[src/rtl/quad_decoder.sv]
// Quadrature decoder: 2-flop sync, stability filter, step decode, registered up/down pulses and count.
// Optional sticky illegal-jump flag on error_o when QUAD_DECODER_ERR_EN is defined.
module quad_decoder #(
  parameter int width_p  = 16,
  parameter int filter_p = 4
) (
  input  logic               clk_i,
  input  logic               reset_i,
  input  logic               a_i,
  input  logic               b_i,
  input  logic               clear_i,
  output logic               up_o,
  output logic               down_o,
  output logic [width_p-1:0] count_o,
  output logic               dir_o,
  output logic               error_o
);

  localparam logic [7:0]         FILT = 8'(filter_p);
  localparam logic [width_p-1:0] ONE  = 1;

  logic [1:0]         sync1_q, sync2_q, prev_q;
  logic [1:0]         acc_q, acc_d;
  logic [7:0]         stab_q, stab_d;
  logic               first_q, first_d;
  logic               fwd_q, fwd_d, rev_q, rev_d;
  logic               up_q, down_q, dir_q, dir_d;
  logic [width_p-1:0] count_q, count_d;
  logic               accept;
  logic [1:0]         old_idx, new_idx, diff;

  // Gray position index: 00->0, 01->1, 11->2, 10->3; forward is +1 mod 4.
  assign old_idx = {acc_q[1], acc_q[1] ^ acc_q[0]};
  assign new_idx = {sync2_q[1], sync2_q[1] ^ sync2_q[0]};
  assign diff    = new_idx - old_idx;

  always_comb begin
    stab_d = stab_q;
    if (sync2_q == acc_q && !first_q)
      stab_d = 8'd0;
    else if (sync2_q != prev_q)
      stab_d = 8'd1;
    else if (stab_q != 8'hFF)
      stab_d = stab_q + 8'd1;

    accept  = (stab_d == FILT);
    acc_d   = accept ? sync2_q : acc_q;
    first_d = first_q && !accept;
    fwd_d   = accept && !first_q && (diff == 2'd1);
    rev_d   = accept && !first_q && (diff == 2'd3);
    if (accept)
      stab_d = 8'd0;

    count_d = count_q;
    if (fwd_q)
      count_d = count_q + ONE;
    else if (rev_q)
      count_d = count_q - ONE;
    if (clear_i)
      count_d = '0;

    dir_d = dir_q;
    if (fwd_q)
      dir_d = 1'b1;
    else if (rev_q)
      dir_d = 1'b0;
  end

  always_ff @(posedge clk_i or posedge reset_i) begin
    if (reset_i) begin
      sync1_q <= 2'b00;
      sync2_q <= 2'b00;
      prev_q  <= 2'b00;
      acc_q   <= 2'b00;
      stab_q  <= 8'd0;
      first_q <= 1'b1;
      fwd_q   <= 1'b0;
      rev_q   <= 1'b0;
      up_q    <= 1'b0;
      down_q  <= 1'b0;
      dir_q   <= 1'b0;
      count_q <= '0;
    end else begin
      sync1_q <= {a_i, b_i};
      sync2_q <= sync1_q;
      prev_q  <= sync2_q;
      acc_q   <= acc_d;
      stab_q  <= stab_d;
      first_q <= first_d;
      fwd_q   <= fwd_d;
      rev_q   <= rev_d;
      up_q    <= fwd_q;
      down_q  <= rev_q;
      dir_q   <= dir_d;
      count_q <= count_d;
    end
  end

`ifdef QUAD_DECODER_ERR_EN
  logic ill_q, err_q;

  // An illegal jump in the same cycle as clear_i wins, so the flag is never lost.
  always_ff @(posedge clk_i or posedge reset_i) begin
    if (reset_i) begin
      ill_q <= 1'b0;
      err_q <= 1'b0;
    end else begin
      ill_q <= accept && !first_q && (diff == 2'd2);
      if (ill_q)
        err_q <= 1'b1;
      else if (clear_i)
        err_q <= 1'b0;
    end
  end

  assign error_o = err_q;
`else
  assign error_o = 1'b0;
`endif

  assign up_o    = up_q;
  assign down_o  = down_q;
  assign count_o = count_q;
  assign dir_o   = dir_q;

endmodule

[config.mk]
export PLATFORM = sky130hd
export DESIGN_NAME = quad_decoder
export DESIGN_NICKNAME = d
export VERILOG_FILES = /design/src/rtl/quad_decoder.sv
export SDC_FILE = /design/constraint.sdc
export NUM_CORES = 1
export LEC_CHECK = 0
export BUFFER_PORTS_ARGS = -buffer_cell sky130_fd_sc_hd__buf_2
export CAP_MARGIN = 15
export CORE_UTILIZATION = 25
export DETAILED_ROUTE_END_ITERATION = 7
export SETUP_SLACK_MARGIN = 0.05
export SYNTH_ARGS = -nofsm -noshare
export SYNTH_HDL_FRONTEND = slang
export SYNTH_SLANG_ARGS = --single-unit
[constraint.sdc]
create_clock -name clk_i -period 4 [get_ports clk_i]
set_input_delay 0.4 -clock clk_i [delete_from_list [all_inputs] [get_ports clk_i]]
set_output_delay 0.4 -clock clk_i [all_outputs]
set_load 0.005 [all_outputs]
; Word-level counts from Yosys, hierarchy flattened
; Index checks and enable logic that the tools add are counted.
[totals]
in_bits = 5
ff_bits = 38
output_inout_bits = 20
[classes]
mux = 9
add_sub_neg = 4
reduce_logical = 9
bitwise = 2
eq_ne = 6
[ops]
columns = cell, count
row1 = 16-bit 2-to-1 mux, 3
row2 = 8-bit 2-to-1 mux, 4
row3 = "16-bit by 1-bit adder with 16-bit output, second input constant", 1
row4 = "16-bit by 1-bit subtractor with 16-bit output, second input constant", 1
row5 = "8-bit by 1-bit adder with 8-bit output, second input constant", 1
row6 = "8-bit by 3-bit == test with 1-bit output, second input constant", 1
row7 = "8-bit != test, second input constant", 1
row8 = 1-bit logical AND, 5
row9 = 3-bit nonzero test, 1
row10 = "2-bit by 1-bit == test with 1-bit output, second input constant", 1
row11 = 2-bit == test, 1
row12 = "2-bit == test, second input constant", 1
row13 = 1-bit zero test, 2
row14 = 1-bit 2-to-1 mux, 2
row15 = 2-bit != test, 1
row16 = 2-bit nonzero test, 1
row17 = 2-bit subtractor, 1
row18 = 1-bit XOR, 2

; Depth between registers and ports, before layout
[logic_depth]
depth_word = 7
depth_mapped = 10
depth_no_buf = 9

; Worst setup path after synthesis
; No wires, ideal clock.
[synth_path]
path_kind = flip-flop to flip-flop
startpoint = register fwd_q
endpoint = register count_q[15], in the netlist count_o[15]
stages_incl_launch_ff = 10
slack_ns = 1.428
setup_ns = 0.125
t_required_ns = 3.875
path_buffers = 0
arrival_time_ns = 2.447
cell_sequence = dfrtp_1 -> inv_1 -> ha_1 -> a21oi_1 -> nor2_1 -> a41o_1 -> a21oi_1 -> o21bai_1 -> a311oi_1 -> mux2_2
[synth_via]
elab_chain_len = 2
elab_cells_between_ends = 3
classes_between = mux (2) / reduce/logical (1)
[synth_lines]
columns = element, line_no
row1 = "start, declared", 26  ; logic fwd_q, fwd_d, rev_q, rev_d;
row2 = "start signal, assigned", 90  ; fwd_q <= fwd_d;
row3 = 16-bit 2-to-1 mux, 55  ; if (fwd_q)
row4 = 16-bit 2-to-1 mux, 59  ; if (clear_i)
row5 = "end signal, assigned", 95  ; count_q <= count_d;
row6 = "end, declared", 28  ; logic [width_p-1:0] count_q, count_d;
; Several ways; a longest one is shown, not always the timed one.
; A chain may end at the register's enable or synchronous reset.

; Worst setup path after layout
; Ends and elaborated chain as after synthesis.

==> qor.csv <==
stage,metric,value,unit
place,dp_hpwl,3.50,mm
setup_path,worst-setup-path-type,reg -> reg,
sta,relSlewSlack,0.628,
sta,hold_violations,0,
global_route,grt_pass1_wl,8.27,mm
sta,clock_skew,6.27,ps
place,pre_cts_ws,1100,ps
route,first_iter_violations,68,
global_route,grt_max_degree,39,
setup_path,end_kind,register,
layout,drive_gt1_frac,0.153,
global_route,overflow,0,
clock_tree,ctsResizeCount,0,
die,core_area,8680,µm²
synth,synth_nets,254,
sta,rsz0062_at_grt,no,
sta,setup_slack,1100,ps
setup_path,critPathMaxStageDelay,450,ps
synth,yosysSeqAreaShare,0.425,
pwr,netSwitchingFraction,0.296,
synth,avgSynthCellArea,9.65,µm²
setup_path,path_common_cell,a21oi_1,
global_route,track_usage,0.106,
route,drt-pass1-iter-count,4,
die,num_io_pins,25,
clock_tree,clk-insertion-delay-late,290,ps
global_route,grt_pass1_vias,1746,
synth,yosys_warnings,0,
layout,mostFrequentLayoutCell,dfrtp_1,
place,routabilityCongestion,0.836,
layout,design_area,2600,µm²
setup_path,worstPathCellList,inv_1 > ha_1 > a21oi_1 > nor2_1 > a41o_1 > a21oi_1 > o21bai_1 > a311oi_1 > mux2_2,
pwr,leakage,1.25,nW
pwr,total_power,973,µW
die,rows,34,
sta,period_minus_slack,2900,ps
clock_tree,root_buffer,clkbuf_8,
clock_tree,htreeDepth,2,
setup_path,worst_setup_path_start_kind,register,
pwr,power_frac_seq,0.448,
layout,area_growth,16.1,%
sta,setup_viol,0,
clock_tree,postCtsSetupBuffers,0,
sta,fmax,344,MHz
pwr,p_sw,288,µW
worst_hold_path,hp-class,in -> reg,
clock_tree,path_clk_slew,90,ps
route,wl,4.77,mm
pwr,power.internal,685,µW
die,die_y,96.6,µm
route,postRouteAntennaNets,0,
sta,tightest_slew,553,ps
setup_path,cpMaxStageDelayCell,dfrtp_1,
synth,netlist_area,2240,µm²
sta,slew_violations,0,
layout,post-route-util,0.299,
clock_tree,cts_max_path_buffers,2,
setup_path,path_max_fanout,16,
route,vias,1779,
layout,nets,282,
die,dieArea,9340,µm²
pwr,power_frac_comb,0.203,
layout,antenna_cells,0,
global_route,antenna_found_initial,0,
clock_tree,cts_hold_buf,0,
pwr,ir_drop,0.155,mV
die,start_util,0.258,
setup_path,required,4180,ps
pwr,p_per_area,374,nW/µm²
route,avgRoutedWirePerCell,12.9,µm
clock_tree,cts_tree,yes,
synth,synth.distinct_cells,48,
place,placedInstanceArea,2480,µm²
setup_path,cp_data_arrival_time,3090,ps
sta,period_share,0.726,
place,portBuffers,23,
pwr,clkPwrFrac,0.349,
synth,syn-instance-count,232,
route,drc,0,
sta,setup-tns-final,0,ps
synth,synth_seq_cells,38,
clock_tree,cts_buffers,5,
run_status,outcome,finished clean,
flow_run,drv_cap,0,
route,via_per_inst,4.82,
layout,final_cell_mix,"dfrtp_1 (37), buf_2 (23), a21oi_1 (21)",
die,die_w,96.6,µm
clock_tree,cts_sinks,38,
## worst paths after layout
check	startpoint	to	slack, ps	cells past startpoint
max	fwd_q	count_o[15]	1100	9
min	a_i	sync1_q[1]	200	1
max reg2reg	fwd_q	count_o[15]	1100	9
min reg2reg	sync1_q[0]	sync2_q[0]	360	0
max in group asynchronous	reset_i	first_q	3430	3
min in group asynchronous	reset_i	count_o[3]	210	3
## stage by stage
stage	hold slack (ps)	instances
6_report	205	369
2_1_floorplan	331	232
5_1_grt	194	369
3_3_place_gp	333	361
4_1_cts	198	369
3_5_place_dp	351	361
## registers in the layout, summed over array words and instances (netlist names)
register,count
acc_q,2
count_o,16
dir_o,1
down_o,1
first_q,1
fwd_q,1
prev_q,2
rev_q,1
stab_q,8
sync1_q,2
sync2_q,2
up_o,1
## routing by layer
layer,share of wire,GRT usage
met1,0.47,0.131
met2,0.50,0.189
met3,0.027,0.0267
met4,0.0063,0.0172
met5,0,0
## critical path: cells and delay by family, from the launching register on
| family | cells | cell delay, ps |
|---|---|---|
| compound gates | 5 | 1120 |
| flops | 1 | 450 |
| buf+inv | 1 | 420 |
| fa+ha+maj | 1 | 380 |
| mux | 1 | 370 |
| simple gates | 1 | 60 |
## logic make-up (layout without fill, tap and decap cells)
kind of cell | count (synthesis) | count (layout) | synth area share
AND/OR/NAND/NOR | 81 | 81 | 0.198
AO/OA/AOI/OAI | 58 | 58 | 0.158
flip-flops | 38 | 38 | 0.425
XOR/XNOR | 19 | 19 | 0.0743
adder cells (fa/ha/maj) | 17 | 17 | 0.0984
buffers and inverters | 14 | 43 | 0.0252
multiplexers | 4 | 4 | 0.0196
other | 1 | 1 | 0.00168
## synthesized netlist by cell type (all sizes together)
cell type,n,area share
fa,1,0.0089
dfrtp,37,0.41
inv,10,0.017
conb,1,0.0017
buf,1,0.0034
o21a,1,0.0034
nor2,13,0.022
o22ai,2,0.0056
o21bai,2,0.0067
a32o,2,0.0089
mux2i,1,0.0045
o211ai,1,0.0034
clkbuf,3,0.0050
o21ai,14,0.031
mux2,3,0.015
and2b,1,0.0034
dfstp,1,0.012
or3,1,0.0050
and2,1,0.0028
nand3,10,0.022
nor3,9,0.020
a41o,1,0.0045
nor2b,2,0.0056
ha,16,0.089
a31oi,3,0.0084
o31a,1,0.0039
a21oi,21,0.047
a21boi,1,0.0034
and4,1,0.0039
a311oi,1,0.0039
and3,3,0.0084
nand2,20,0.034
nor3b,1,0.0034
nor4b,1,0.0039
or4,3,0.012
a21o,5,0.017
nand2b,4,0.015
xnor2,6,0.023
a2111oi,1,0.0039
nor4,3,0.015
xor2,13,0.051
nand4,7,0.020
or2,1,0.0028
o31ai,2,0.0067
## layout make-up
type	count	area, µm²
Inverter	10	37.5
Tap cell	108	135
Fill cell	926	6080
Multi-Input combinational cell	180	1230
Clock buffer	5	68.8
Timing Repair Buffer	25	130
Sequential cell	38	952
Clock inverter	3	45.0
## power by group through the flow
stage | clock network (mW) | registers [mW] | logic [mW]
2_1_floorplan | 0 | 0.439 | 0.154
3_3_place_gp | 0 | 0.441 | 0.193
3_5_place_dp | 0 | 0.444 | 0.197
4_1_cts | 0.348 | 0.437 | 0.200
5_1_grt | 0.361 | 0.440 | 0.224
6_report | 0.339 | 0.436 | 0.198
Power figures use the tool's default switching activity.
